File: src/rtl/multiword_add_sequencer_if.sv
// Operand, adder and result bundle for multiword_add_sequencer.
// slave: the sequencer's side; master: the issue logic, shared adder and result consumer.
interface multiword_add_sequencer_if;
    logic        in_valid;
    logic        in_ready;
    logic [31:0] a_word;
    logic [31:0] b_word;
    logic [31:0] add_a;
    logic [31:0] add_b;
    logic        add_cin;
    logic [31:0] add_sum;
    logic        add_cout;
    logic        out_valid;
    logic        out_ready;
    logic [31:0] sum_word;
    logic        out_last;
    logic        carry_out;
    logic        overflow;

    modport slave (
        input  in_valid, a_word, b_word, add_sum, add_cout, out_ready,
        output in_ready, add_a, add_b, add_cin, out_valid, sum_word, out_last, carry_out, overflow
    );

    modport master (
        output in_valid, a_word, b_word, add_sum, add_cout, out_ready,
        input  in_ready, add_a, add_b, add_cin, out_valid, sum_word, out_last, carry_out, overflow
    );
endinterface

File: src/rtl/multiword_add_sequencer.sv
// WORDS x 32-bit add/subtract sequenced LSW-first through one shared external 32-bit adder.
// Define MWADD_OVF_EN to build the signed-overflow flag; otherwise overflow is tied to 0.
module multiword_add_sequencer #(
    parameter int unsigned WORDS = 4
) (
    input  logic                       clock,
    input  logic                       reset,
    input  logic                       start_i,
    input  logic                       sub_i,
    output logic                       busy_o,
    output logic                       done_o,
    multiword_add_sequencer_if.slave   bus_io
);

    localparam int unsigned CNT_W = (WORDS > 1) ? $clog2(WORDS) : 1;
    localparam logic [CNT_W-1:0] LastCnt = CNT_W'(WORDS - 1);

    typedef enum logic [1:0] {StIdle, StRun, StDrain} state_e;

    state_e             state_q, state_d;
    logic [CNT_W-1:0]   cnt_q, cnt_d;
    logic               carry_q, carry_d;
    logic               sub_q, sub_d;
    logic [31:0]        sum_q, sum_d;
    logic               out_valid_q, out_valid_d;
    logic               out_last_q, out_last_d;
    logic               cout_q, cout_d;
    logic               done_q, done_d;

    logic               in_ready;
    logic               accept;
    logic               last_word;
    logic               out_hs;
    logic               start_acc;
    logic [31:0]        add_b;

    // Subtraction is a + ~b + 1: the +1 is the initial carry loaded with sub.
    assign add_b     = sub_q ? ~bus_io.b_word : bus_io.b_word;
    // One-entry output register: accept only if it is empty or draining this cycle.
    assign in_ready  = (state_q == StRun) && (!out_valid_q || bus_io.out_ready);
    assign accept    = bus_io.in_valid && in_ready;
    assign last_word = (cnt_q == LastCnt);
    assign out_hs    = out_valid_q && bus_io.out_ready;
    assign start_acc = (state_q == StIdle) && start_i;

    always_comb begin
        state_d     = state_q;
        cnt_d       = cnt_q;
        carry_d     = carry_q;
        sub_d       = sub_q;
        sum_d       = sum_q;
        out_valid_d = out_valid_q;
        out_last_d  = out_last_q;
        cout_d      = cout_q;
        done_d      = 1'b0;

        if (out_hs) begin
            out_valid_d = 1'b0;
        end

        unique case (state_q)
            StIdle: begin
                if (start_i) begin
                    state_d = StRun;
                    sub_d   = sub_i;
                    carry_d = sub_i;
                    cnt_d   = '0;
                    cout_d  = 1'b0;
                end
            end
            StRun: begin
                if (accept) begin
                    sum_d       = bus_io.add_sum;
                    out_valid_d = 1'b1;
                    carry_d     = bus_io.add_cout;
                    cnt_d       = cnt_q + CNT_W'(1);
                    out_last_d  = last_word;
                    if (last_word) begin
                        cout_d  = bus_io.add_cout;
                        state_d = StDrain;
                    end
                end
            end
            StDrain: begin
                if (out_hs && out_last_q) begin
                    state_d = StIdle;
                    done_d  = 1'b1;
                end
            end
            default: state_d = StIdle;
        endcase
    end

    always_ff @(posedge clock or posedge reset) begin
        if (reset) begin
            state_q     <= StIdle;
            cnt_q       <= '0;
            carry_q     <= 1'b0;
            sub_q       <= 1'b0;
            sum_q       <= '0;
            out_valid_q <= 1'b0;
            out_last_q  <= 1'b0;
            cout_q      <= 1'b0;
            done_q      <= 1'b0;
        end else begin
            state_q     <= state_d;
            cnt_q       <= cnt_d;
            carry_q     <= carry_d;
            sub_q       <= sub_d;
            sum_q       <= sum_d;
            out_valid_q <= out_valid_d;
            out_last_q  <= out_last_d;
            cout_q      <= cout_d;
            done_q      <= done_d;
        end
    end

`ifdef MWADD_OVF_EN
    logic ovf_q, ovf_d;

    // Sign of the top word decides overflow for the whole multiword result.
    always_comb begin
        ovf_d = ovf_q;
        if (start_acc) begin
            ovf_d = 1'b0;
        end else if (accept && last_word) begin
            ovf_d = (bus_io.a_word[31] == add_b[31]) && (bus_io.add_sum[31] != bus_io.a_word[31]);
        end
    end

    always_ff @(posedge clock or posedge reset) begin
        if (reset) begin
            ovf_q <= 1'b0;
        end else begin
            ovf_q <= ovf_d;
        end
    end

    assign bus_io.overflow = ovf_q;
`else
    assign bus_io.overflow = 1'b0;
`endif

    assign busy_o           = (state_q != StIdle);
    assign done_o           = done_q;
    assign bus_io.in_ready  = in_ready;
    assign bus_io.add_a     = bus_io.a_word;
    assign bus_io.add_b     = add_b;
    assign bus_io.add_cin   = carry_q;
    assign bus_io.out_valid = out_valid_q;
    assign bus_io.sum_word  = sum_q;
    assign bus_io.out_last  = out_last_q;
    assign bus_io.carry_out = cout_q;

endmodule

File: src/flat_wrapper.sv
// flat-port wrapper written by rule: the top's interface ports become plain ports
module multiword_add_sequencer_flat 
#(
    parameter int unsigned WORDS = 4
)
  (clock, reset, start_i, sub_i, busy_o, done_o, bus_io_in_valid, bus_io_a_word, bus_io_b_word, bus_io_add_sum, bus_io_add_cout, bus_io_out_ready, bus_io_in_ready, bus_io_add_a, bus_io_add_b, bus_io_add_cin, bus_io_out_valid, bus_io_sum_word, bus_io_out_last, bus_io_carry_out, bus_io_overflow);
  multiword_add_sequencer_if bus_io_i ();
  input  logic clock;
  input  logic reset;
  input  logic start_i;
  input  logic sub_i;
  output logic busy_o;
  output logic done_o;
  input wire logic [$bits(bus_io_i.in_valid)-1:0] bus_io_in_valid;
  input wire logic [$bits(bus_io_i.a_word)-1:0] bus_io_a_word;
  input wire logic [$bits(bus_io_i.b_word)-1:0] bus_io_b_word;
  input wire logic [$bits(bus_io_i.add_sum)-1:0] bus_io_add_sum;
  input wire logic [$bits(bus_io_i.add_cout)-1:0] bus_io_add_cout;
  input wire logic [$bits(bus_io_i.out_ready)-1:0] bus_io_out_ready;
  output wire logic [$bits(bus_io_i.in_ready)-1:0] bus_io_in_ready;
  output wire logic [$bits(bus_io_i.add_a)-1:0] bus_io_add_a;
  output wire logic [$bits(bus_io_i.add_b)-1:0] bus_io_add_b;
  output wire logic [$bits(bus_io_i.add_cin)-1:0] bus_io_add_cin;
  output wire logic [$bits(bus_io_i.out_valid)-1:0] bus_io_out_valid;
  output wire logic [$bits(bus_io_i.sum_word)-1:0] bus_io_sum_word;
  output wire logic [$bits(bus_io_i.out_last)-1:0] bus_io_out_last;
  output wire logic [$bits(bus_io_i.carry_out)-1:0] bus_io_carry_out;
  output wire logic [$bits(bus_io_i.overflow)-1:0] bus_io_overflow;
  assign bus_io_i.in_valid = bus_io_in_valid;
  assign bus_io_i.a_word = bus_io_a_word;
  assign bus_io_i.b_word = bus_io_b_word;
  assign bus_io_i.add_sum = bus_io_add_sum;
  assign bus_io_i.add_cout = bus_io_add_cout;
  assign bus_io_i.out_ready = bus_io_out_ready;
  assign bus_io_in_ready = bus_io_i.in_ready;
  assign bus_io_add_a = bus_io_i.add_a;
  assign bus_io_add_b = bus_io_i.add_b;
  assign bus_io_add_cin = bus_io_i.add_cin;
  assign bus_io_out_valid = bus_io_i.out_valid;
  assign bus_io_sum_word = bus_io_i.sum_word;
  assign bus_io_out_last = bus_io_i.out_last;
  assign bus_io_carry_out = bus_io_i.carry_out;
  assign bus_io_overflow = bus_io_i.overflow;
  multiword_add_sequencer #(.WORDS(WORDS)) u_core (.clock(clock), .reset(reset), .start_i(start_i), .sub_i(sub_i), .busy_o(busy_o), .done_o(done_o), .bus_io(bus_io_i));
endmodule
File: config.mk
export PLATFORM = sky130hd
export DESIGN_NAME = multiword_add_sequencer_flat
export DESIGN_NICKNAME = d
export VERILOG_FILES = /design/src/rtl/multiword_add_sequencer_if.sv /design/src/rtl/multiword_add_sequencer.sv /design/src/flat_wrapper.sv
export SDC_FILE = /design/constraint.sdc
export NUM_CORES = 1
export LEC_CHECK = 0
export ABC_CLOCK_PERIOD_IN_PS = 1400
export CAP_MARGIN = 20
export CORE_ASPECT_RATIO = 0.5
export CORE_MARGIN = 2
export CORE_UTILIZATION = 28
export DETAILED_ROUTE_END_ITERATION = 12
export GPL_TIMING_DRIVEN = 0
export PLACE_DENSITY_LB_ADDON = 0.08
export RECOVER_POWER = 25
export SETUP_SLACK_MARGIN = 0.5
export SYNTH_ARGS = -nofsm -noshare
export SYNTH_HDL_FRONTEND = slang
export SYNTH_SLANG_ARGS = --single-unit
File: constraint.sdc
create_clock -name clock -period 1.4 [get_ports clock]
set_input_delay 0.28 -clock clock [delete_from_list [all_inputs] [get_ports clock]]
set_output_delay 0.28 -clock clock [all_outputs]
set_load 0.05 [all_outputs]
-- Yosys cells after proc, flatten, opt, wreduce, memory -nomap -nowiden
Cells that the tools add are included.
- output and inout port bits: 104
- logic and storage cells: 53
- input bits: 103
- register bits after elaboration: 42
- reductions and logical operators: 14
- mux-type cells: 21
- equal/unequal tests: 7
- bitwise operators: 1
- $add $sub $neg: 1
- operator list (cell ; count):
    32-bit 2-to-1 mux ; 1
    32-bit inverter ; 1
    2-bit 2-to-1 mux ; 6
    1-bit 2-to-1 mux ; 10
    4-bit AND reduction ; 2
    2-bit by 1-bit != test with 1-bit output (second input constant) ; 3
    2-bit case mux with 3 select lines ; 1
    2-bit == test (second input constant) ; 2
    1-bit logical AND ; 4
    1-bit case mux with 2 select lines ; 2
    2-bit case mux with 2 select lines ; 1
    2-bit AND reduction ; 2
    2-bit nonzero test ; 2
    3-bit AND reduction ; 1
    2-bit by 1-bit adder with 2-bit output (second input constant) ; 1
    2-bit by 1-bit == test with 1-bit output (second input constant) ; 1
    2-bit logical NOT ; 1
    2-bit != test (second input constant) ; 1
    1-bit logical NOT ; 1
    1-bit logical OR ; 1

-- Longest topological paths before layout
- depth in word-level cells: 6
- depth in mapped cells: 7
- mapped depth without buffers: 4

-- Least setup slack after synthesis
Ideal clock, no wire load.
- path type: reg-to-output
- start: reg u_core.sub_q
- end: out bus_io_add_b[0]
- arrival time: 1.568 ns
- cell stages (with the launch flop): 4
- slack: -0.448 ns
- required time: 1.120 ns
- buffers on the path: 2
- cell sequence: dfrtp_1 -> clkbuf_1 -> buf_2 -> xor2_1
- cells in the longest elaborated chain, start to end: 1
- ends and longest elaborated chain (what ; line ; text):
    from (decl) ; multiword_add_sequencer.sv:23 ; logic sub_q, sub_d;
    from (signal assigned) ; multiword_add_sequencer.sv:109 ; sub_q <= sub_d;
    32-bit 2-to-1 mux ; multiword_add_sequencer.sv:38 ; assign add_b = sub_q ? ~bus_io.b_word : bus_io.b_word;
    to (decl) ; flat_wrapper.sv:22 ; output wire logic [$bits(bus_io_i.add_b)-1:0] bus_io_add_b;
Every way passes these cells.

-- Worst setup path after layout
- start: reg u_core.sub_q
- end: out bus_io_add_b[4]
Same word-level chain as after synthesis.

==> impl_metrics.ini <==
[placed_design]
dp_cells = 530
port_buffers = 173
dp_hpwl_mm = 6.05
routabilityCongestion = 0.792

[power]
seqPwrFrac_pct = 14.7
p_clk_share_pct = 7.2
power.share.switching_pct = 50.5
comb_power_share_pct = 78.1
leakagePower_nw = 2.76
internal-power_mw = 7.44
p_sw_mw = 7.60
ir_drop_v = 0.00118
p_per_area_nw_per_um2 = 2570

[final_layout]
multi_input_area_sq_um = 1750
final_cell_mix = buf_6 (74), buf_4 (67), clkdlybuf4s50_1 (66)
final_cell_count_no_fill = 596
layout_commonest_cell = buf_6
area_delta_synth_final_pct = 163
drive_above_1_share_pct = 66.0
regArea_sq_um = 1050
diodes = 0
n_fill_cell = 460
nNetsFinal = 592

[yosys]
synth.avg_cell_area_sq_um = 8.93
yosys_warnings = 0
synthDistinctLibCells = 26
synth-seq-area-share_pct = 47.3
synthCells = 249
syn_nets = 353
synth_area_sq_um = 2220
ys_ff_latch = 42

[setup_path]
cp.required_ps = 1120
criticalPathCategory = reg2out
start_kind = flip-flop
critPathMaxStageDelay_ps = 360
cpMaxStageDelayCell = dfrtp_1
cp.arrival_ps = 1370
cp-end-kind = output port
crit_chain = clkbuf_16 -> clkbuf_16 -> xor2_4 -> buf_8
path_buf_inv = 3
critPathTopFamily = buffers and inverters
path_max_fanout = 9
cp_common_cell = clkbuf_16
reg2reg_slack_ps = -170

[floorplan]
io_pins = 207
fp.dieH_um = 67.0
core-area_sq_um = 7510
start_util_pct = 29.6
die-width_um = 130
die_area_sq_um = 8710
rows = 22

[global_route]
grt_start_max_net_pins = 22
grt.total_usage_pct = 19.4
grt_pass1_vias = 2632
grt_pass1_wl_mm = 12.9
antenna_found_initial = 0
grt_overflow_total = 0

[route]
vias_per_cell = 4.35
drcViolationCount = 0
wire_per_inst_um = 15.7
vias = 2590
dr.pass1.iters = 4
initialDrtViolationCount = 56
wirelength_mm = 9.34
ant_nets = 0

[timing]
finalHoldViolations = 0
rsz0062_at_grt = true
hold_ws_ps = 131
relSlewSlack_pct = 61.2
post-route-period-util_pct = 118
worst_pin_slew_ps = 578
clock_skew_ps = 3.12
period_needed_ps = 1650
fmax_mhz = 605
setup_violations = 72
worst_slack_ps = -252
slew_violations = 0

[clocking]
cts_root_buffer = clkbuf_16
clk_path_buf_depth = 2
cts_tree = yes
htree_num_levels = 2
clk_pin_slew_worst_paths_ps = 60
cts_num_sinks = 42
clk_latency_ps = 280
cts_buffers = 5

[outcome]
violations = negative setup slack
status = complete, but fails checks

[worst_hold_path]
hold_path.class = in2async

[job]
cap_violations = 0
[power groups by stage]
stage	registers (mW)	clock network [mW]	logic (mW)
finish	2.21	1.09	11.7
global route	2.26	1.14	12.2
CTS	2.20	1.10	10.7
detailed placement	2.12	0	9.25
global placement	2.08	0	9.10
floorplan	3.81	0	4.72
[synth_stat cells (all sizes together)]
cell type,n,area (sq um)
xor2,32,280
inv,2,7.51
nor2b,1,6.26
and2b,1,7.51
or2,1,6.26
and3,2,12.5
nand4,1,6.26
buf,43,305
mux2,3,37.5
o211ai,2,15.0
nand2,102,383
o21ai,4,20.0
nand3,1,10.0
ha,1,12.5
dfrtp,42,1050
conb,1,3.75
a211oi,1,7.51
clkbuf,2,7.51
and2,1,6.26
nand2b,3,18.8
nor2,3,18.8
[state kept, by name, summed over array words and instances, names as in the netlist]
name	flops
u_core.bus_io.carry_out	1
u_core.bus_io.add_cin	1
u_core.done_o	1
u_core.bus_io.out_last	1
u_core.sub_q	1
u_core.state_q	2
u_core.bus_io.sum_word	32
u_core.bus_io.out_valid	1
u_core.cnt_q	2
[worst reg2reg max path: cells and delay by family (launching register included)]
family,cells,cell delay (ps)
buffers and inverters,3,390
AND/OR/NAND/NOR,2,300
flip-flops,1,400
multiplexers,1,280
AO/OA/AOI/OAI,1,100
[layer usage]
metal / wire length (um) / up-vias / track usage, %
li1: - / 1192 / -
met1: 3020 / 1258 / 19.5
met2: 5560 / 126 / 40.2
met3: 608 / 14 / 4.26
met4: 142 / 0 / 5.24
met5: 0 / - / 0
[cells by family (layout without fill, tap and decap cells)]
kind of cell             after synthesis  in the layout  share of synthesized area, %
AND/OR/NAND/NOR                      116            117                          21.4
buffers and inverters                 47            285                          14.4
flip-flops                            42             42                          47.3
XOR/XNOR                              32             32                          12.6
AO/OA/AOI/OAI                          7              7                          1.91
multiplexers                           3              3                          1.69
adder cells (fa/ha/maj)                1              1                         0.563
other                                  1              1                         0.169
[worst paths after layout]
| check | depth (start not counted) | to | start |
|---|---|---|---|
| max in group asynchronous | 2 | u_core.bus_io.sum_word[7] | reset |
| worst min-delay path | 2 | u_core.bus_io.out_valid | reset |
| worst min register to register | 2 | u_core.bus_io.sum_word[25] | u_core.bus_io.sum_word[25] |
| min in group clock | 2 | u_core.bus_io.sum_word[25] | u_core.bus_io.sum_word[25] |
| worst max register to register | 7 | u_core.bus_io.add_cin | u_core.state_q[1] |
| worst max-delay path | 4 | bus_io_add_b[4] | u_core.sub_q |
[timing repair]
action | in CTS | in global routing
cloned | 8 | 5
resized for setup | 738 | 63
pin swaps | 47 | 37
setup endpoints to repair | 186 | 156
hold buffers | 0 | 0
buffers inserted | 26 | 20
endpoints found under the hold margin | 0 | 0
[area by class of cell]
type                       count  share of cell area (%)
timing repair buffer         228                    39.1
timing repair inverter         3                   0.257
tap                          108                    2.31
clock buffer                   7                    2.27
buffer                        45                    7.93
sequential                    42                    18.0
inverter                       2                   0.192
multi-input combinational    161                    29.9
[per-stage QoR]
step | area (sq um) | power [mW] | setup TNS, ps | worst slack [ps] | util [%]
2_1_floorplan | 2940 | 8.53 | -46.4 | -46.4 | -
3_3_place_gp | 4800 | 11.2 | -32020 | -721 | 63.9
3_5_place_dp | 4800 | 11.4 | -34840 | -758 | 63.9
4_1_cts | 5420 | 14.0 | -9350 | -298 | 72.1
5_1_grt | 5850 | 15.6 | -14040 | -306 | 77.9
6_report | 5850 | 15.0 | -10830 | -252 | 77.9
(Power assumes the default switching activity.)
